[src/rtl/dmem_pkg.sv]
// Shared definitions for the data-memory access controller.
// Contents: access codes seen on cpu_code, FSM state enum, port-owner enum.
package dmem_pkg;

    localparam logic [3:0] CODE_LW  = 4'b0000;
    localparam logic [3:0] CODE_LH  = 4'b0010;
    localparam logic [3:0] CODE_LB  = 4'b0011;
    localparam logic [3:0] CODE_LHU = 4'b0100;
    localparam logic [3:0] CODE_LBU = 4'b0101;
    localparam logic [3:0] CODE_SW  = 4'b1000;
    localparam logic [3:0] CODE_SH  = 4'b1001;
    localparam logic [3:0] CODE_SB  = 4'b1010;

    typedef enum logic [1:0] {
        IDLE   = 2'd0,
        ACCESS = 2'd1,
        RESP   = 2'd2
    } state_t;

    typedef enum logic {
        OWN_C = 1'b0,
        OWN_D = 1'b1
    } owner_t;

endpackage

[src/rtl/dmem_lane_fmt.sv]
// Combinational lane formatter.
// Ports:
//   code      in  4   access code
//   we        in  1   1 = store
//   addr_lo   in  2   byte offset within the word
//   wdata     in  32  right-aligned store data
//   rdata     in  32  raw word from memory
//   be        out 4   byte enables (0000 for loads)
//   wdata_rep out 32  store data replicated onto every lane
//   rdata_ext out 32  selected and sign/zero-extended load data (0 for stores)
//   misalign  out 1   offset not a multiple of the access size
//   illegal   out 1   undefined code, or direction disagrees with the code
module dmem_lane_fmt
    import dmem_pkg::*;
(
    input  logic [3:0]  code,
    input  logic        we,
    input  logic [1:0]  addr_lo,
    input  logic [31:0] wdata,
    input  logic [31:0] rdata,
    output logic [3:0]  be,
    output logic [31:0] wdata_rep,
    output logic [31:0] rdata_ext,
    output logic        misalign,
    output logic        illegal
);

    logic [31:0] shifted;
    logic [15:0] half;
    logic [7:0]  byte_sel;

    // Byte lane a sits at bit 8*a; half lane is chosen by addr_lo[1].
    assign shifted  = rdata >> {addr_lo, 3'b000};
    assign byte_sel = shifted[7:0];
    assign half     = addr_lo[1] ? rdata[31:16] : rdata[15:0];

    always_comb begin
        be        = 4'b0000;
        wdata_rep = wdata;
        rdata_ext = 32'h0;
        misalign  = 1'b0;
        illegal   = 1'b0;
        case (code)
            CODE_LW: begin
                rdata_ext = rdata;
                misalign  = (addr_lo != 2'b00);
                illegal   = we;
            end
            CODE_LH: begin
                rdata_ext = {{16{half[15]}}, half};
                misalign  = addr_lo[0];
                illegal   = we;
            end
            CODE_LHU: begin
                rdata_ext = {16'h0, half};
                misalign  = addr_lo[0];
                illegal   = we;
            end
            CODE_LB: begin
                rdata_ext = {{24{byte_sel[7]}}, byte_sel};
                illegal   = we;
            end
            CODE_LBU: begin
                rdata_ext = {24'h0, byte_sel};
                illegal   = we;
            end
            CODE_SW: begin
                be       = 4'b1111;
                misalign = (addr_lo != 2'b00);
                illegal  = !we;
            end
            CODE_SH: begin
                be        = addr_lo[1] ? 4'b1100 : 4'b0011;
                wdata_rep = {2{wdata[15:0]}};
                misalign  = addr_lo[0];
                illegal   = !we;
            end
            CODE_SB: begin
                be        = 4'b0001 << addr_lo;
                wdata_rep = {4{wdata[7:0]}};
                illegal   = !we;
            end
            default: illegal = 1'b1;
        endcase
    end

endmodule

[src/rtl/dmem_access_ctrl.sv]
// Single-port data-memory sequencer shared by the CPU MEM stage (port C) and
// the DMA/bridge (port D).
// Ports:
//   clk, reset_n                      clock, async active-low reset
//   cpu_req/we/code/addr/wdata        CPU request, held until cpu_done
//   cpu_rdata/done/err, cpu_stall     CPU response; stall = req & ~done
//   dma_req/we/addr/wdata             DMA word request, held until dma_done
//   dma_rdata/done/err                DMA response
//   mem_en/be/addr/wdata              memory strobe and write data, held until mem_rdy
//   mem_rdata, mem_rdy                raw read word, completion
//   dbg_state                         current FSM state (IDLE/ACCESS/RESP)
// Handshake: a requester raises req with stable fields; the controller answers
// with a one-cycle done pulse (err/rdata valid then, held until the next done).
// req must be low in the cycle after done or it counts as a new request.
module dmem_access_ctrl
    import dmem_pkg::*;
#(
    parameter int TIMEOUT   = 16,
    parameter int CPU_BURST = 4
) (
    input  logic        clk,
    input  logic        reset_n,
    input  logic        cpu_req,
    input  logic        cpu_we,
    input  logic [3:0]  cpu_code,
    input  logic [31:0] cpu_addr,
    input  logic [31:0] cpu_wdata,
    output logic [31:0] cpu_rdata,
    output logic        cpu_done,
    output logic        cpu_err,
    output logic        cpu_stall,
    input  logic        dma_req,
    input  logic        dma_we,
    input  logic [31:0] dma_addr,
    input  logic [31:0] dma_wdata,
    output logic [31:0] dma_rdata,
    output logic        dma_done,
    output logic        dma_err,
    output logic        mem_en,
    output logic [3:0]  mem_be,
    output logic [31:0] mem_addr,
    output logic [31:0] mem_wdata,
    input  logic [31:0] mem_rdata,
    input  logic        mem_rdy,
    output logic [1:0]  dbg_state
);

    localparam int TW = $clog2(TIMEOUT + 1);
    localparam int BW = $clog2(CPU_BURST + 1);

    state_t       state;
    owner_t       owner;
    logic [3:0]   code_q;
    logic         we_q;
    logic [1:0]   alo_q;
    logic [TW-1:0] tcnt;
    logic [BW-1:0] burst;

    logic        pick_d;
    logic [3:0]  c_code;
    logic        c_we;
    logic [31:0] c_addr;
    logic [31:0] c_wdata;
    logic [3:0]  f_code;
    logic        f_we;
    logic [1:0]  f_alo;
    logic [3:0]  f_be;
    logic [31:0] f_wdata;
    logic [31:0] f_rdata;
    logic        f_misalign;
    logic        f_illegal;

    // CPU has priority until it has taken CPU_BURST grants back-to-back while DMA waited.
    assign pick_d  = dma_req && (!cpu_req || burst == BW'(CPU_BURST));
    assign c_code  = pick_d ? (dma_we ? CODE_SW : CODE_LW) : cpu_code;
    assign c_we    = pick_d ? dma_we : cpu_we;
    assign c_addr  = pick_d ? dma_addr : cpu_addr;
    assign c_wdata = pick_d ? dma_wdata : cpu_wdata;

    // One formatter serves both phases: the candidate request while IDLE (checks,
    // be, wdata) and the latched request while ACCESS (load extraction).
    assign f_code = (state == IDLE) ? c_code : code_q;
    assign f_we   = (state == IDLE) ? c_we : we_q;
    assign f_alo  = (state == IDLE) ? c_addr[1:0] : alo_q;

    dmem_lane_fmt u_fmt (
        .code      (f_code),
        .we        (f_we),
        .addr_lo   (f_alo),
        .wdata     (c_wdata),
        .rdata     (mem_rdata),
        .be        (f_be),
        .wdata_rep (f_wdata),
        .rdata_ext (f_rdata),
        .misalign  (f_misalign),
        .illegal   (f_illegal)
    );

    assign cpu_stall = cpu_req & ~cpu_done;
    assign dbg_state = state;

    always_ff @(posedge clk or negedge reset_n) begin
        if (!reset_n) begin
            state     <= IDLE;
            owner     <= OWN_C;
            code_q    <= 4'h0;
            we_q      <= 1'b0;
            alo_q     <= 2'b00;
            tcnt      <= '0;
            burst     <= '0;
            mem_en    <= 1'b0;
            mem_be    <= 4'h0;
            mem_addr  <= 32'h0;
            mem_wdata <= 32'h0;
            cpu_done  <= 1'b0;
            cpu_err   <= 1'b0;
            cpu_rdata <= 32'h0;
            dma_done  <= 1'b0;
            dma_err   <= 1'b0;
            dma_rdata <= 32'h0;
        end else begin
            cpu_done <= 1'b0;
            dma_done <= 1'b0;
            case (state)
                IDLE: begin
                    if (cpu_req || dma_req) begin
                        owner  <= pick_d ? OWN_D : OWN_C;
                        code_q <= c_code;
                        we_q   <= c_we;
                        alo_q  <= c_addr[1:0];
                        if (pick_d || !dma_req) begin
                            burst <= '0;
                        end else if (burst != BW'(CPU_BURST)) begin
                            burst <= burst + BW'(1);
                        end
                        if (f_misalign || f_illegal) begin
                            // Rejected before touching memory.
                            state <= RESP;
                            if (pick_d) begin
                                dma_done  <= 1'b1;
                                dma_err   <= 1'b1;
                                dma_rdata <= 32'h0;
                            end else begin
                                cpu_done  <= 1'b1;
                                cpu_err   <= 1'b1;
                                cpu_rdata <= 32'h0;
                            end
                        end else begin
                            state     <= ACCESS;
                            mem_en    <= 1'b1;
                            mem_be    <= f_be;
                            mem_addr  <= {c_addr[31:2], 2'b00};
                            mem_wdata <= f_wdata;
                            tcnt      <= '0;
                        end
                    end
                end
                ACCESS: begin
                    // tcnt counts completed wait cycles, so the strobe lasts TIMEOUT cycles.
                    if (mem_rdy || tcnt == TW'(TIMEOUT - 1)) begin
                        mem_en <= 1'b0;
                        state  <= RESP;
                        if (owner == OWN_D) begin
                            dma_done  <= 1'b1;
                            dma_err   <= !mem_rdy;
                            dma_rdata <= mem_rdy ? f_rdata : 32'h0;
                        end else begin
                            cpu_done  <= 1'b1;
                            cpu_err   <= !mem_rdy;
                            cpu_rdata <= mem_rdy ? f_rdata : 32'h0;
                        end
                    end else begin
                        tcnt <= tcnt + TW'(1);
                    end
                end
                RESP:    state <= IDLE;
                default: state <= IDLE;
            endcase
        end
    end

endmodule

[config.mk]
export PLATFORM = sky130hd
export DESIGN_NAME = dmem_access_ctrl
export DESIGN_NICKNAME = d
export VERILOG_FILES = /design/src/rtl/dmem_pkg.sv /design/src/rtl/dmem_lane_fmt.sv /design/src/rtl/dmem_access_ctrl.sv
export SDC_FILE = /design/constraint.sdc
export NUM_CORES = 1
export LEC_CHECK = 0
export CORE_MARGIN = 3
export CORE_UTILIZATION = 40
export DETAILED_ROUTE_END_ITERATION = 10
export GPL_TIMING_DRIVEN = 0
export HOLD_SLACK_MARGIN = 0.02
export MAX_ROUTING_LAYER = met4
export PLACE_DENSITY = 0.77
export SETUP_SLACK_MARGIN = 0.02
export SKIP_CTS_REPAIR_TIMING = 1
export SLEW_MARGIN = 40
export SYNTH_ARGS = -nofsm -noshare
export SYNTH_HDL_FRONTEND = slang
export SYNTH_SLANG_ARGS = --single-unit
[constraint.sdc]
create_clock -name clk -period 3.32 [get_ports clk]
set_input_delay 0.498 -clock clk [delete_from_list [all_inputs] [get_ports clk]]
set_output_delay 0.498 -clock clk [all_outputs]
set_load 0.02 [all_outputs]
==> Word-level counts from Yosys, hierarchy flattened <==
Cells that the tools add are included.
{ "word_totals": {"ff_bits": 153, "input_bits": 171, "wordCells": 137} }
{ "op_classes": {"addsub": 2, "n_eq_ne": 20, "shift": 2, "muxes": 66, "bitwise": 3, "reduce_logical": 27} }
{ "ops": {"columns": ["operator", "n"], "rows": [
  ["$mux W32", 13],
  ["$pmux W32 S2", 3],
  ["$pmux W32 S5", 1],
  ["$shr A32 B5 Y8", 1],
  ["$mux W1", 25],
  ["$mux W16", 1],
  ["$mux W4", 4],
  ["$mux W5", 3],
  ["$ne A2 B2 Y1 const B", 7],
  ["$pmux W1 S2", 7],
  ["$eq A4 B4 Y1 const B", 3],
  ["$pmux W4 S3", 1],
  ["$reduce_and A6 Y1", 2],
  ["$pmux W5 S2", 1],
  ["$eq A4 B2 Y1 const B", 2],
  ["$eq A4 B3 Y1 const B", 2],
  ["$mux W2", 4],
  ["$reduce_and A4 Y1", 2],
  ["$mux W3", 2],
  ["$reduce_and A3 Y1", 2],
  ["$reduce_bool A2 Y1", 3],
  ["$reduce_or A3 Y1", 2],
  ["$add A5 B1 Y5 const B", 1],
  ["$eq A5 B4 Y1 const B", 1],
  ["17 further kinds", 27]
]} }

==> Logic depth before layout (Yosys ltp) <==
Gate-level depths: netlist of the first run.
{ "logic_depth": {"ltp_word": 12, "depth_mapped": 14, "depth_no_buf": 10} }

==> By module <==
From an unflattened synthesis of the first run, not the netlist that was laid out.
{ "hier_totals": {"cells_unflattened": 753, "hier_area_um2": 8480.6} }
{ "by_module_without_submodules": {"columns": ["mod", "instances", "cells_per_inst", "area_per_inst_um2", "seq_area_each_um2"], "rows": [
  ["dmem_access_ctrl", 1, 540, 6875.3, 3828.7],
  ["dmem_lane_fmt", 1, 213, 1605.3, 0.0]
]} }

==> Worst setup path after synthesis of the first run <==
OpenSTA, ideal clock, no wires.
{ "synth_timing": {"path_type": "register -> register", "startpoint": "register burst[0]", "endpoint": "register dma_rdata[10]", "setup_time_ns": 0.125, "t_arrival_ns": 2.976, "required_ns": 3.195, "setup_slack_ns": 0.219, "stages_incl_launch_ff": 13, "path_buffers": 2, "synth_period_minus_slack_ns": 3.101, "path_cell_list": "dfrtp_1 > inv_1 > ha_1 > a21bo_2 > buf_6 > nand2_1 > a31oi_1 > or4_4 > o221ai_2 > nor2_2 > o22ai_2 > buf_6 > mux2_2"} }
{ "synth_between": {"elab_chain_len": 11} }
{ "synth_rtl": {"columns": ["item", "line", "rtl"], "rows": [
  ["start, declared", "dmem_access_ctrl.sv:57", "logic [BW-1:0] burst;"],
  ["start signal, assigned", "dmem_access_ctrl.sv:134", "burst <= burst + BW'(1);"],
  ["$eq A3 B3 Y1 (*)", "dmem_access_ctrl.sv:74", "assign pick_d = dma_req && (!cpu_req || burst == BW'(CPU_BURST));"],
  ["$logic_or A1 B1 Y1 (*)", "dmem_access_ctrl.sv:74", null],
  ["$logic_and A1 B1 Y1 (*)", "dmem_access_ctrl.sv:74", null],
  ["$mux W32 or $mux W4 (tied branches)", "dmem_access_ctrl.sv:77, dmem_access_ctrl.sv:75", null],
  ["$mux W2 or $mux W4 (tied branches)", "dmem_access_ctrl.sv:84, dmem_access_ctrl.sv:82", null],
  ["$shr A32 B5 Y8, or another cell as far along", "dmem_lane_fmt.sv:33", "assign shifted = rdata >> {addr_lo, 3'b000};"],
  ["$pmux W32 S5, or another cell as far along", "dmem_lane_fmt.sv:43", "case (code)"],
  ["$mux W32 or $pmux W1 S2 (tied branches)", "dmem_access_ctrl.sv:166, dmem_lane_fmt.sv:43", null],
  ["$mux W32 or $logic_or A1 B1 Y1 (tied branches)", "dmem_access_ctrl.sv:163, dmem_access_ctrl.sv:136", null],
  ["$mux W32 or $ne A2 B1 Y1 (tied branches)", null, null],
  ["$pmux W32 S2 or $reduce_and A6 Y1 (tied branches)", null, null],
  ["end signal, assigned", "dmem_access_ctrl.sv:166", "dma_rdata <= mem_rdy ? f_rdata : 32'h0;"],
  ["end, declared", "dmem_access_ctrl.sv:36", "output logic [31:0] dma_rdata,"]
]} }
Every way passes the cells marked *; elsewhere a longest branch is shown, timed or not. The select of a mux whose other input is x is not followed.
A chain may end at the register's enable or synchronous reset.

==> Worst setup path in the final report of the first run <==
{ "layout_timing": {"startpoint": "register burst[0]", "endpoint": "register dma_rdata[3]"} }
Same word-level chain as after synthesis.

==> impl_results.md, run 1 <==
- Avg Synthesized Cell Area: 11.14 µm²
- Die width: 148.3 µm
- Input/output buffers: 307
- Count of maximum capacitance violations: 0
- Final hold viol count: 0
- Cell area reported after detailed placement: 11580 µm²
- Slack of the worst reg-to-reg path: 100 ps
- Standard-cell rows: 51
- Clk buf depth: 2
- Maximum net fanout on the critical path: 10
- EDFF count, synth: 0
- Yosys warnings: 0
- DRC: 0
- Highest clock frequency the design can meet: 310.9 MHz
- Share of the clock period used by the worst path after layout: 0.9689
- Most used flip-flop cell after synthesis: sky130_fd_sc_hd__dfrtp_1
- Starting density of the core: 0.4121
- LEAKAGE: 5.505 nW
- Worst min path class: in2reg
- Proportion of netlist area held by the largest area contributor: 0.4727
- Max-slew headroom: 0.4903
- Sequence of cells on the critical path: inv_2 -> ha_4 -> a21boi_4 -> buf_4 -> o21ai_2 -> o22a_1 -> buf_4 -> or4_4 -> o221ai_4 -> nor2_4 -> o22ai_4 -> buf_4 -> buf_6 -> mux2_2
- Worst Max-Slew Pin Slew: 756.6 ps
- Max-slew violation total from the final report: 0
- Cell at the root of the clock tree: sky130_fd_sc_hd__clkbuf_16
- Power per cell area: 870.2 nW/µm²
- Iteration-0 DRC count of the detailed router: 471
- First-pass GRT wire length: 40.89 mm
- Post-route minimum period: 3217 ps
- Uppermost layer routed: met4
- Routed wire length on met2: 14.22 mm
- Crit. End Element: register
- Startpoint of the most critical hold path: cpu_code[1]
- Overflow after GRT: 0
- Cell with the largest stage delay on the worst path: sky130_fd_sc_hd__or4_4
- Arrival time at the worst endpoint: 3530 ps
- Global placement routability congestion: 0.9785
- Post-Synthesis Cell Area: 8099 µm²
- Total Power: 10.89 mW
- Total length of routed wires: 27.56 mm
- Share of the core filled with cells: 0.6369
- Maximum number of pins on one net before global-route repair: 69
- Cell accounting for the most synthesized area: sky130_fd_sc_hd__dfrtp_1
- Core region area: 19650 µm²
- Count of buffer and inverter cells on the critical path: 5
- Clock insertion delay at the later pin of the skew report: 440 ps
- Setup ws final: 103.1 ps
- Area share of fa/ha/maj cells after synthesis: 0.006180
- Post-Place Worst Slack: -984.9 ps
- Via total after detailed routing: 7229
- Highest cell delay on the worst timing path: 550 ps
- Die Footprint: 21990 µm²
- Synth Area in Compound Gates: 0.1508
- Placed wire-length estimate after detailed placement: 20.97 mm
- Critical register-to-register path startpoint: burst[0]
- Combined area of the multi-input logic cells: 4048 µm²
- Fraction of synthesis flops using an asynchronous set or reset pin: 1.000
- Met1 wire length: 10.61 mm
- Vias per std cell: 5.323
- Required arrival time at the worst endpoint: 3630 ps
- Chip Height: 148.3 µm
- Met3 Routed Length: 1.789 mm
- Flip-flop and latch count after synthesis: 153
- Number of setup violations in the final report: 0
- Combined flip-flop and latch cell area: 3831 µm²
- Post-route antenna net violation count: 0
- Share of synthesized area spent on multiplexers: 0.2307
- Number of sinks on the clock net: 153
- CTS tree: done
- Outcome: finished clean
- Average wire per standard cell: 20.29 µm
- Number of detailed-route iterations in the first pass: 5
- Level count of the clock H-tree: 4
- Worst IR drop on VDD: 0.0003782 V
- Area growth from synthesis to final layout: 54.57%
- Instance count of the mapped netlist: 727
- Final worst hold slack: 420.5 ps
- Cell family with most CP delay: compound AO/OA/AOI/OAI gates
- Layout cell share with drive strength beyond 1: 0.2161
- Combinational family with the most area after synthesis: multiplexers
- Reg clk slew, reported paths: 70 ps
- Count of different cell masters after synthesis: 69
- Final #Nets: 1254
- Start-to-end type of the worst setup path: reg2reg
- Total track usage: 0.2477
- Most frequent cell on the critical path: sky130_fd_sc_hd__buf_4
- Synthesized-area fraction occupied by xor and xnor cells: 0.001081
- Seq/Total Area, Yosys: 0.4727
- Cells taking the most area after synthesis: sky130_fd_sc_hd__dfrtp_1, sky130_fd_sc_hd__mux2_2, sky130_fd_sc_hd__mux2i_1
- TritonCTS Buffers: 17
- Simple logic cell fraction of the synthesized area: 0.09424
- First element of the critical path: burst[0]
- Via count of the first global-routing pass: 7403
- Critical path startpoint category: register
- Number of antenna violations at the first check in global routing: 1
- IO Count: 311
- Post-Route Skew: 22.48 ps
- Finished layout cell area: 12520 µm²
- Fill count: 1609
[layer usage]
layer / track usage / vias up
met3: 0.05058 / 57
li1: - / 3355
met5: - / -
met1: 0.2928 / 3489
met4: 0.09007 / 0
met2: 0.4211 / 328
[layout make-up]
class / count / area share
diodes: 1 / 0.0001999
plain buffers: 50 / 0.02879
clock buffers: 18 / 0.03508
clock inverters: 14 / 0.01039
inverters: 8 / 0.002399
multi-input cells: 516 / 0.3233
flip-flops and latches: 153 / 0.3060
well taps: 265 / 0.02649
repair buffers: 333 / 0.2673
[layout by cell type, fill, tap and decap left out, types with 4 or more instances in the layout]
master,n
sky130_fd_sc_hd__mux2_2,67
sky130_fd_sc_hd__buf_6,8
sky130_fd_sc_hd__a211oi_1,4
sky130_fd_sc_hd__buf_4,27
sky130_fd_sc_hd__dfrtp_1,151
sky130_fd_sc_hd__nand3_1,7
sky130_fd_sc_hd__o211ai_1,5
sky130_fd_sc_hd__mux4_2,7
sky130_fd_sc_hd__o22a_1,4
sky130_fd_sc_hd__nor3_1,5
sky130_fd_sc_hd__mux2_4,29
sky130_fd_sc_hd__mux2i_1,52
sky130_fd_sc_hd__clkbuf_1,16
sky130_fd_sc_hd__a21oi_1,80
sky130_fd_sc_hd__inv_8,6
sky130_fd_sc_hd__o21a_1,6
sky130_fd_sc_hd__a221o_1,7
sky130_fd_sc_hd__clkdlybuf4s50_1,303
sky130_fd_sc_hd__o21ai_0,25
sky130_fd_sc_hd__o221a_2,8
sky130_fd_sc_hd__a22oi_1,9
sky130_fd_sc_hd__clkbuf_16,17
sky130_fd_sc_hd__buf_12,5
sky130_fd_sc_hd__nand2_1,72
sky130_fd_sc_hd__nor2_1,52
sky130_fd_sc_hd__buf_2,10
sky130_fd_sc_hd__inv_1,7
sky130_fd_sc_hd__o22ai_1,6
[power breakdown]
| part | switching [mW] | internal (mW) | leakage [nW] |
|---|---|---|---|
| registers | 0.353 | 2.45 | 1.93 |
| logic | 3.36 | 2.83 | 3.30 |
| clock network | 0.889 | 1.01 | 0.275 |
| total | 4.60 | 6.29 | 5.50 |
[kinds of logic after synthesis]
family	Yosys count
buffers and inverters	59
AOI/OAI and AO/OA	186
muxes	155
adders and majority gates	4
DFF	153
xor gates and xnor gates	1
other	1
and+or+nand+nor	168
[sequential cells by signal, summed over array words and instances, names as in the netlist]
signal     count
dma_done       1
mem_wdata     32
owner          1
dma_err        1
cpu_err        1
we_q           1
mem_addr      30
cpu_rdata     32
alo_q          2
dma_rdata     32
burst          3
tcnt           5
mem_be         4
dbg_state      2
cpu_done       1
mem_en         1
code_q         4
[cell usage after synthesis (all sizes together), types with 4 or more instances]
cell    count
mux2       96
a22oi      11
or3b        4
o211ai      5
mux2i      52
mux4        7
a211oi      4
dfrtp     153
buf        32
inv         8
ha          4
nand3       7
nand2      73
o22a        4
o21ai      29
nor2       54
clkbuf     19
a21oi      81
or2         4
nor3        7
o21a        6
o221a       8
a221o       7
o22ai       7
a31oi       5
[path summary, 6_finish.rpt]
kind                                 end  cells past startpoint
setup / recovery            dma_rdata[3]                     14
hold / removal                 code_q[1]                      3
setup reg to reg            dma_rdata[3]                     14
hold reg to reg                mem_be[3]                      1
max in group asynchronous   mem_wdata[1]                      4
min in group asynchronous  cpu_rdata[30]                      2
[metrics by stage]
stage	std cells	setup TNS (ps)
after floorplan	728	0
after global placement	1300	-803730
after detailed placement	1302	-115830
after CTS	1334	-58230
after global routing	1358	-382.5
final	1358	0
[worst reg2reg max path: stages, from the launching register on]
cell and delay, ps:
sky130_fd_sc_hd__dfrtp_1 370, sky130_fd_sc_hd__inv_2 70, sky130_fd_sc_hd__ha_4 180, sky130_fd_sc_hd__a21boi_4 240, sky130_fd_sc_hd__buf_4 150, sky130_fd_sc_hd__o21ai_2 90, sky130_fd_sc_hd__o22a_1 190, sky130_fd_sc_hd__buf_4 170
sky130_fd_sc_hd__or4_4 550, sky130_fd_sc_hd__o221ai_4 130, sky130_fd_sc_hd__nor2_4 90, sky130_fd_sc_hd__o22ai_4 250, sky130_fd_sc_hd__buf_4 170, sky130_fd_sc_hd__buf_6 120, sky130_fd_sc_hd__mux2_2 340
(Power assumes the default switching activity.)
==> run 2: changes to the inputs <==
Settings changed: SETUP_SLACK_MARGIN 0.02 to 0.1.
==> run 2 against run 1 <==
First-iteration DRC count rose by 0.42%. Final cell count is 0.81% higher. Sequential power barely moved. Core utilization rose by 0.79 points. Critical path depth decreased by 3. Critical endpoint is now dma_rdata[22]. Largest cell class unchanged.
==> impl_results.md, run 2 (synthesized netlist as in run 1, its figures left out) <==
- Cell at the root of the clock tree: sky130_fd_sc_hd__clkbuf_16 (unchanged)
- Required arrival time at the worst endpoint: 3640 ps (was 3630 ps)
- Worst IR drop on VDD: 0.0003819 V (was 0.0003782 V)
- Die Footprint: 21990 µm² (unchanged)
- Outcome: finished clean (unchanged)
- CTS tree: done (unchanged)
- Total track usage: 0.2477 (unchanged)
- Max-slew violation total from the final report: 0 (unchanged)
- Post-route minimum period: 3191 ps (was 3217 ps)
- Sequence of cells on the critical path: buf_6 -> or3b_4 -> o211a_1 -> buf_4 -> or4_4 -> o221ai_4 -> nor2_4 -> o22ai_4 -> buf_12 -> clkbuf_16 -> mux2_2 (was inv_2 -> ha_4 -> a21boi_4 -> buf_4 -> o21ai_2 -> o22a_1 -> buf_4 -> or4_4 -> o221ai_4 -> nor2_4 -> o22ai_4 -> buf_4 -> buf_6 -> mux2_2)
- Via total after detailed routing: 7338 (was 7229)
- Die width: 148.3 µm (unchanged)
- Final hold viol count: 0 (unchanged)
- Via count of the first global-routing pass: 7403 (unchanged)
- Cell with the largest stage delay on the worst path: sky130_fd_sc_hd__or4_4 (unchanged)
- Worst Max-Slew Pin Slew: 752.5 ps (was 756.6 ps)
- Highest cell delay on the worst timing path: 530 ps (was 550 ps)
- Layout cell share with drive strength beyond 1: 0.2294 (was 0.2161)
- Count of buffer and inverter cells on the critical path: 4 (was 5)
- Arrival time at the worst endpoint: 3510 ps (was 3530 ps)
- Start-to-end type of the worst setup path: reg2reg (unchanged)
- Chip Height: 148.3 µm (unchanged)
- Count of maximum capacitance violations: 0 (unchanged)
- Post-Route Skew: 17.25 ps (was 22.48 ps)
- Core region area: 19650 µm² (unchanged)
- Vias per std cell: 5.360 (was 5.323)
- Share of the clock period used by the worst path after layout: 0.9611 (was 0.9689)
- Max-slew headroom: 0.4984 (was 0.4903)
- DRC: 0 (unchanged)
- Post-route antenna net violation count: 0 (unchanged)
- Cell family with most CP delay: simple AND/OR/NAND/NOR gates (was compound AO/OA/AOI/OAI gates)
- Starting density of the core: 0.4121 (unchanged)
- Number of detailed-route iterations in the first pass: 6 (was 5)
- Final #Nets: 1265 (was 1254)
- Placed wire-length estimate after detailed placement: 20.97 mm (unchanged)
- Clock insertion delay at the later pin of the skew report: 440 ps (about the same)
- Standard-cell rows: 51 (unchanged)
- Global placement routability congestion: 0.9785 (unchanged)
- Commonest non-fill, non-tap cell in the layout: sky130_fd_sc_hd__clkdlybuf4s50_1 (unchanged)
- Final worst hold slack: 408.1 ps (was 420.5 ps)
- Area growth from synthesis to final layout: 56.48% (was 54.57%)
- LEAKAGE: 5.586 nW (was 5.505 nW)
- Number of sinks on the clock net: 153 (unchanged)
- IO Count: 311 (unchanged)
- Average wire per standard cell: 20.24 µm (was 20.29 µm)
- Critical path startpoint category: register (unchanged)
- Reg clk slew, reported paths: 70 ps (about the same)
- Number of setup violations in the final report: 0 (unchanged)
- Top Registers: cpu_rdata (32), dma_rdata (32), mem_wdata (32) (unchanged)
- Overflow after GRT: 0 (unchanged)
- Highest clock frequency the design can meet: 313.4 MHz (was 310.9 MHz)
- Clk buf depth: 2 (unchanged)
- Worst min path class: in2reg (unchanged)
- Cell area reported after detailed placement: 11580 µm² (unchanged)
- Maximum net fanout on the critical path: 8 (was 10)
- Number of antenna violations at the first check in global routing: 1 (unchanged)
- Iteration-0 DRC count of the detailed router: 473 (was 471)
- Input/output buffers: 307 (unchanged)
- Power per cell area: 873.6 nW/µm² (was 870.2 nW/µm²)
- Slack of the worst reg-to-reg path: 130 ps (was 100 ps)
- Finished layout cell area: 12670 µm² (was 12520 µm²)
- First-pass GRT wire length: 40.89 mm (unchanged)
- Total length of routed wires: 27.71 mm (was 27.56 mm)
- Most frequent cells in the layout: sky130_fd_sc_hd__clkdlybuf4s50_1, sky130_fd_sc_hd__dfrtp_1, sky130_fd_sc_hd__a21oi_1 (unchanged)
- Maximum number of pins on one net before global-route repair: 69 (unchanged)
- Crit. End Element: register (unchanged)
- TritonCTS Buffers: 17 (unchanged)
- RSZ-0062 raised after global routing: yes
- Level count of the clock H-tree: 4 (unchanged)
==> run 2: changes by cell type in the layout (fill, tap and decap cells not counted), sizes merged <==
cell  previous run  this run
buf             54        65
==> run 2: through the flow <==
stage | instances | power (mW) | utilization | setup slack (ps) | TNS (ps)
6_report | 1369 | 11.07 | 0.6448 | 129.2 | 0
5_1_grt | 1369 | 11.69 | 0.6448 | 35.81 | 0
4_1_cts | 1334 | 10.44 | 0.6181 | -548.4 | -58230
3_5_place_dp | 1302 | 8.518 | 0.5891 | -984.9 | -115830
3_3_place_gp | 1300 | 8.383 | 0.5855 | -4546 | -803730
2_1_floorplan | 728 | 6.290 | - | 219.3 | 0
==> run 2: path summary, 6_finish.rpt <==
check | depth (start not counted) | startpoint | end
min in group asynchronous | 2 | reset_n | cpu_rdata[30]
max in group asynchronous | 4 | reset_n | mem_en
hold / removal | 3 | cpu_code[1] | code_q[1]
setup reg to reg | 11 | dbg_state[1] | dma_rdata[22]
hold reg to reg | 1 | mem_be[3] | mem_be[3]
setup / recovery | 11 | dbg_state[1] | dma_rdata[22]
==> run 2: where the power goes <==
| group | internal (mW) | switching (mW) | total, mW | leakage, nW |
|---|---|---|---|---|
| Combinational | 2.97 | 3.39 | 6.37 | 3.38 |
| Clock | 1.01 | 0.885 | 1.90 | 0.275 |
| Sequential | 2.45 | 0.357 | 2.81 | 1.93 |
==> run 2: layout make-up <==
cell class | instances | area (µm²)
fill | 1563 | 6980
multi-input combinational | 516 | 4064
sequential | 153 | 3831
timing repair buffer | 343 | 3450
clock buffer | 18 | 439.2
buffer | 51 | 395.4
tap | 265 | 331.6
clock inverter | 14 | 130.1
inverter | 8 | 30.03
antenna | 1 | 2.502
==> run 2: per-layer routing <==
layer  share of wire  vias to the layer above  track usage
met2            0.51                      373       0.4211
met1            0.38                     3528       0.2928
met5               0                        -            -
met4           0.033                        0      0.09007
met3           0.071                       58      0.05058
li1                -                     3379            -
==> run 2: worst reg2reg max path: stages (launching register included) <==
cell,delay [ps]
sky130_fd_sc_hd__dfrtp_2,470
sky130_fd_sc_hd__buf_6,160
sky130_fd_sc_hd__or3b_4,400
sky130_fd_sc_hd__o211a_1,230
sky130_fd_sc_hd__buf_4,170
sky130_fd_sc_hd__or4_4,530
sky130_fd_sc_hd__o221ai_4,130
sky130_fd_sc_hd__nor2_4,90
sky130_fd_sc_hd__o22ai_4,260
sky130_fd_sc_hd__buf_12,170
sky130_fd_sc_hd__clkbuf_16,140
sky130_fd_sc_hd__mux2_2,320
==> run 3: changes to the inputs <==
Settings changed: SLEW_MARGIN 40 to unset.
==> run 3 against run 2 <==
Setup slack worse by 2.4 ps. Wire length decreased by 2.0%. Count of clock-buffer cells in the layout unchanged. Clock skew shrank 3.8 ps. Core utilization down 0.87 points. Non-clock buffer count shrank 13. Clock power barely moved. Hold slack got worse by 370 ps. Via count fell by 1.3%. Highest routed layer unchanged.
==> impl_results.md, run 3 (synthesized netlist as in run 1, its figures left out) <==
- Count of maximum capacitance violations: 0 (unchanged)
- Maximum number of pins on one net before global-route repair: 97 (was 69)
- IO Count: 311 (unchanged)
- LEAKAGE: 5.496 nW (was 5.586 nW)
- Worst min path class: in2async (was in2reg)
- Die Footprint: 21990 µm² (unchanged)
- Layout cell share with drive strength beyond 1: 0.2167 (was 0.2294)
- Sequence of cells on the critical path: inv_2 -> ha_4 -> a21bo_4 -> buf_6 -> a21oi_2 -> o22a_1 -> buf_4 -> or4_4 -> o221ai_4 -> o21ai_4 -> o22a_1 -> buf_6 -> buf_12 -> mux2_4 (was buf_6 -> or3b_4 -> o211a_1 -> buf_4 -> or4_4 -> o221ai_4 -> nor2_4 -> o22ai_4 -> buf_12 -> clkbuf_16 -> mux2_2)
- Post-Route Skew: 13.50 ps (was 17.25 ps)
- Required arrival time at the worst endpoint: 3620 ps (was 3640 ps)
- Area growth from synthesis to final layout: 54.36% (was 56.48%)
- CTS tree: done (unchanged)
- Highest clock frequency the design can meet: 313.2 MHz (was 313.4 MHz)
- Worst Max-Slew Pin Slew: 777.2 ps (was 752.5 ps)
- Top Registers: cpu_rdata (32), dma_rdata (32), mem_wdata (32) (unchanged)
- Level count of the clock H-tree: 4 (unchanged)
- Power per cell area: 877.3 nW/µm² (was 873.6 nW/µm²)
- Count of buffer and inverter cells on the critical path: 5 (was 4)
- Crit. End Element: register (unchanged)
- Final hold viol count: 0 (unchanged)
- Layout Cells excl Fill: 1354 (was 1369)
- Number of antenna violations at the first check in global routing: 0 (was 1)
- Max-slew headroom: 0.4819 (was 0.4984)
- Iteration-0 DRC count of the detailed router: 607 (was 473)
- Critical path startpoint category: register (unchanged)
- Standard-cell rows: 51 (unchanged)
- First-pass GRT wire length: 40.49 mm (was 40.89 mm)
- Core region area: 19650 µm² (unchanged)
- Start-to-end type of the worst setup path: reg2reg (unchanged)
- Max-slew violation total from the final report: 0 (unchanged)
- Sw Pwr: 4.580 mW (was 4.637 mW)
- Proportion of power drawn by flip-flops and latches: 0.256 (was 0.254)
- Worst IR drop on VDD: 0.0003601 V (was 0.0003819 V)
- Diodes inserted: 0 (was 1)
- Total track usage: 0.2450 (was 0.2477)
- TritonCTS Buffers: 17 (unchanged)
- Post-Place Worst Slack: -999.4 ps (was -984.9 ps)
- Share of the clock period used by the worst path after layout: 0.9618 (was 0.9611)
- Chip Height: 148.3 µm (unchanged)
- Share of total power consumed by net switching: 0.4176 (was 0.4188)
- Number of detailed-route iterations in the first pass: 5 (was 6)
- Average wire per standard cell: 20.05 µm (was 20.24 µm)
- Placed insts: 1301 (was 1302)
- Highest cell delay on the worst timing path: 560 ps (was 530 ps)
- DRC: 0 (unchanged)
- Cell at the root of the clock tree: sky130_fd_sc_hd__clkbuf_16 (unchanged)
- Fill count: 1626 (was 1563)
- Input/output buffers: 307 (unchanged)
- Final #Nets: 1252 (was 1265)
- Cell family with most CP delay: compound AO/OA/AOI/OAI gates (was simple AND/OR/NAND/NOR gates)
- Share of power burned in combinational logic: 0.569 (was 0.575)
- Internal Power: 6.387 mW (was 6.434 mW)
- Maximum net fanout on the critical path: 10 (was 8)
- RSZ-0062 raised after global routing: no (was yes)
- Cell with the largest stage delay on the worst path: sky130_fd_sc_hd__or4_4 (unchanged)
- Number of setup violations in the final report: 0 (unchanged)
- Via count of the first global-routing pass: 7254 (was 7403)
- Commonest non-fill, non-tap cell in the layout: sky130_fd_sc_hd__clkdlybuf4s50_1 (unchanged)
- Placed wire-length estimate after detailed placement: 20.72 mm (was 20.97 mm)
- Total length of routed wires: 27.15 mm (was 27.71 mm)
- Setup ws final: 126.8 ps (was 129.2 ps)
- Post-route antenna net violation count: 0 (unchanged)
- Post-route minimum period: 3193 ps (was 3191 ps)
- Die width: 148.3 µm (unchanged)
- Arrival time at the worst endpoint: 3490 ps (was 3510 ps)
- Clk buf depth: 2 (unchanged)
- Most frequent cells in the layout: sky130_fd_sc_hd__clkdlybuf4s50_1, sky130_fd_sc_hd__dfrtp_1, sky130_fd_sc_hd__a21oi_1 (unchanged)
- Power share of the clock group: 0.175 (was 0.171)
- Clock insertion delay at the later pin of the skew report: 430 ps (was 440 ps)
- Starting density of the core: 0.4121 (unchanged)
- Outcome: finished clean (unchanged)
- Global placement routability congestion: 0.9785 (unchanged)
- Via total after detailed routing: 7246 (was 7338)
- Overflow after GRT: 0 (unchanged)
- Number of sinks on the clock net: 153 (unchanged)
- Reg clk slew, reported paths: 70 ps (about the same)
- Vias per std cell: 5.352 (was 5.360)
[run 3: cell count changes in the layout (fill, tap and decap cells not counted), sizes merged]
cell | before | now
buf | 65 | 56
bufinv | 0 | 1
clkbuf | 40 | 37
clkinv | 3 | 2
diode | 1 | 0
dlygate4sd3 | 1 | 0
inv | 16 | 15
[run 3: power groups by stage]
| stage | logic [mW] | clock network [mW] | registers (mW) |
|---|---|---|---|
| 5_1_grt | 6.68 | 2.02 | 2.88 |
| 4_1_cts | 5.70 | 1.94 | 2.80 |
| 2_1_floorplan | 2.93 | 0 | 3.36 |
| 3_3_place_gp | 5.58 | 0 | 2.80 |
| 3_5_place_dp | 5.68 | 0 | 2.82 |
| 6_report | 6.24 | 1.92 | 2.81 |
[run 3: per-stage QoR]
step	TNS (ps)	area, µm²	total power [mW]	hold slack (ps)	util
final	0	12500	10.97	37.76	0.6361
after global routing	0	12500	11.58	57.61	0.6361
after CTS	-54880	12110	10.43	51.29	0.6161
after detailed placement	-115120	11540	8.499	477.9	0.5870
after global placement	-803730	11510	8.383	462.5	0.5855
after floorplan	0	8103	6.290	202.4	-
[run 3: final timing paths]
check                      slack (ps)  cells past startpoint       endpoint        start
setup / recovery                  130                     14  cpu_rdata[20]     burst[0]
max in group asynchronous        2430                      2  mem_wdata[23]      reset_n
min in group clk                  420                      3      code_q[1]  cpu_code[1]
setup reg to reg                  130                     14  cpu_rdata[20]     burst[0]
hold reg to reg                   490                      1      mem_be[1]    mem_be[1]
hold / removal                     40                      1  cpu_rdata[30]      reset_n
[run 3: per-layer routing]
layer / GRT usage / wire, µm
met1: 0.2966 / 10640
met2: 0.4106 / 13700
met3: 0.05149 / 1934
met4: 0.08222 / 864
met5: - / 0
[run 3: layout make-up]
type                    instances  area [µm²]  area share
repair buffers                330        3301      0.2640
clock inverters                13       132.6     0.01061
well taps                     265       331.6     0.02652
inverters                       8       30.03    0.002402
flip-flops and latches        153        3831      0.3064
multi-input cells             516        4056      0.3245
clock buffers                  18       439.2     0.03513
plain buffers                  51       380.4     0.03042
[run 3: worst reg2reg max path: cells and delay by family, from the launching register on]
kind | cells | cell delay, ps
adder cells (fa/ha/maj) | 1 | 170
flip-flops | 1 | 400
AO/OA/AOI/OAI | 6 | 910
AND/OR/NAND/NOR | 1 | 560
buffers and inverters | 5 | 730
multiplexers | 1 | 300
==> edit 1: new RTL, settings of run 1 <==
The parameter `TIMEOUT` goes from 16 to 32.
--- a/src/rtl/dmem_access_ctrl.sv
+++ b/src/rtl/dmem_access_ctrl.sv
@@ -17,3 +17,3 @@
 #(
-    parameter int TIMEOUT   = 16,
+    parameter int TIMEOUT   = 32,
     parameter int CPU_BURST = 4
Behaviour: same outputs for any inputs over 4 cycles, from zero or initial values and one cycle with reset_n low; that may be too few to reach the edited logic, so the function may still have changed.
==> edit 1 against run 1 <==
The run now ends with hold timing left; synthesized area is essentially flat; total power is 1.1% lower; worst setup slack improved by 33 ps; die area is essentially flat; sequential share of layout area barely moved; sequential cell count grew 1; clock power is 7% higher; design area grew 0.66%; wire length up 2.0%; via count increased by 3.6%; largest cell class unchanged.
==> edit 1: results <==
{
  "critical_path_class": "reg2reg",
  "placed_cells": 1334,
  "num_antenna_cells": 0,
  "violations": "hold timing",
  "clockBufferDepth": 2,
  "placed_area_mm2": 0.0116,
  "wl_per_cell_um": 20.4,
  "htreeDepth": 4,
  "clkTransAtPathRegs_ps": 70,
  "ys_ff_latch": 154,
  "worstSkewPairLatency_ps": 420,
  "antenna_found_initial": 0,
  "syn_inst": 758,
  "r2r-start": "burst[0]",
  "hpwl_um": 21500,
  "grt_max_degree": 63,
  "finalNonFillerCells": 1378,
  "ys_top_cells_by_count": "154 x dfrtp_1, 117 x nand2_1, 64 x o21ai_0",
  "critical_path.endpoint": "cpu_rdata[15]",
  "layout_setup_ws_ps": 136,
  "port_buffers": 308,
  "cp_slowest_cell": "dfrtp_1",
  "ys_seq_area_share_pct": 47.6,
  "synth.distinct_cells": 66,
  "gp_congestion": 0.917,
  "yosys-top-cells-area": "dfrtp_1 48%, mux2_2 7.8%, mux2i_1 7.2%, nand2_1 5.4%, mux2_4 4.1%",
  "status": "finished, violations left",
  "final-hold-violation-count": 3,
  "p_leak_nw": 5.54,
  "ir_drop_mv": 0.483,
  "drive_gt1_share_pct": 19.8,
  "cp.arrival_ps": 3490,
  "dr.pass1.iters": 5,
  "critPathMaxStageDelay_ps": 360,
  "reg_top3": "cpu_rdata (32), dma_rdata (32), mem_wdata (32)",
  "slew_headroom_pct": 60.9,
  "hp-class": "in2async",
  "drt-initial-drc-count": 491,
  "post-place-ws_ps": -1020,
  "vias": 7492,
  "skew_ps": 11.1,
  "worst_hold_slack_ps": -11.3,
  "worstRegToRegCells": 14,
  "grt_pass1_wl_um": 42400,
  "grtUsageTotal_pct": 25.4,
  "first_global_vias": 7422
}
[edit 1: cell families after synthesis]
family	share of synthesized area [%]
AO/OA/AOI/OAI	16.3
adder cells (fa/ha/maj)	0.463
buffers and inverters	3.69
flip-flops	47.6
multiplexers	21.0
other	0.0463
AND/OR/NAND/NOR	11.0
[edit 1: per-layer routing]
layer | routed length [um] | track usage [%] | vias to the layer above
met5 | 0 | - | -
met4 | 748 | 7.71 | 0
met3 | 1820 | 6.06 | 46
met2 | 14000 | 40.6 | 273
met1 | 11500 | 32.4 | 3724
li1 | - | - | 3449
[edit 1: area by class of cell]
class                      count  area (um2)
fill                        1613        7050
multi-input combinational    540        4210
sequential                   154        3850
timing repair buffer         323        3260
clock buffer                  19         453
tap                          265         332
buffer                        51         279
clock inverter                13         166
inverter                      13        48.8
[edit 1: where the power goes]
part	internal, mW	leakage (nW)	total [mW]	switching (mW)
Combinational	2.60	3.24	5.89	3.29
Clock	1.23	0.296	2.04	0.816
Sequential	2.48	2.00	2.84	0.363
==> edit 2: new RTL, settings of run 1 <==
Made on the original files. Remove the case item `CODE_SB` of the case on `code`.
--- a/src/rtl/dmem_lane_fmt.sv
+++ b/src/rtl/dmem_lane_fmt.sv
@@ -77,7 +77,2 @@
             end
-            CODE_SB: begin
-                be        = 4'b0001 << addr_lo;
-                wdata_rep = {4{wdata[7:0]}};
-                illegal   = !we;
-            end
             default: illegal = 1'b1;
Formal check against the unedited RTL: not equivalent (a bounded check fails within 4 cycles, from zero or initial values and one cycle with reset_n low).
==> edit 2 against run 1 <==
Wire length fell by 3.9%; total power fell by 15%; synthesized area fell by 5.7%; count of clock-buffer cells in the layout did not move; sequential cell count fell by 2; critical path depth fell by 5; design area fell by 6.1%; worst setup slack improved by 50 ps.
==> edit 2: results <==
{
  "slew_headroom_pct": 42.6,
  "multi_input_cells": 467,
  "p_leak_nw": 5.24,
  "vias_per_cell": 5.44,
  "status": "complete, no violations",
  "ir_drop_mv": 0.467,
  "synth_fa_ha_area_share_pct": 0.655,
  "multi_input_area_mm2": 0.00362,
  "ys_top_cells_by_count": "151 x dfrtp_1, 86 x a21oi_1, 59 x nor2_1",
  "wl_um": 26500,
  "grt_use_met3_pct": 9.46,
  "core_area_mm2": 0.0183,
  "worstRegToRegCells": 8,
  "drive_gt1_share_pct": 14.4,
  "holdPathStages": 2,
  "num_antenna_cells": 0,
  "dr.pass1.iters": 6,
  "n_all_buffers": 357,
  "grt_use_met1_pct": 29.5,
  "use_met2_pct": 41.4,
  "holdPathEnd": "burst[2]",
  "worstHoldStart": "dma_req",
  "hpwl_um": 20500,
  "critPathMaxStageDelay_ps": 620,
  "vias": 6806,
  "ys_seq_area_share_pct": 49.5
}
-- edit 2: power by group through the flow --
| stage | Sequential, mW | Clock, mW | Combinational, mW |
|---|---|---|---|
| after CTS | 2.69 | 2.01 | 4.53 |
| final | 2.69 | 1.97 | 4.62 |
| after global routing | 2.75 | 2.09 | 4.94 |
| after global placement | 2.70 | 0 | 4.43 |
| after detailed placement | 2.72 | 0 | 4.52 |
| after floorplan | 3.25 | 0 | 2.06 |
-- edit 2: cells by family (layout without fill, tap and decap cells) --
| logic type | count (synthesis) | count (layout) |
|---|---|---|
| simple gates | 140 | 140 |
| fa+ha+maj | 4 | 4 |
| compound gates | 168 | 168 |
| mux | 153 | 153 |
| flops | 151 | 151 |
| other cells | 1 | 2 |
| buf+inv | 60 | 404 |
-- edit 2: layer usage --
metal	vias up	part of all wire (%)
li1	3130	-
met4	0	1.9
met1	3297	38
met2	340	49
met5	-	0
met3	39	11
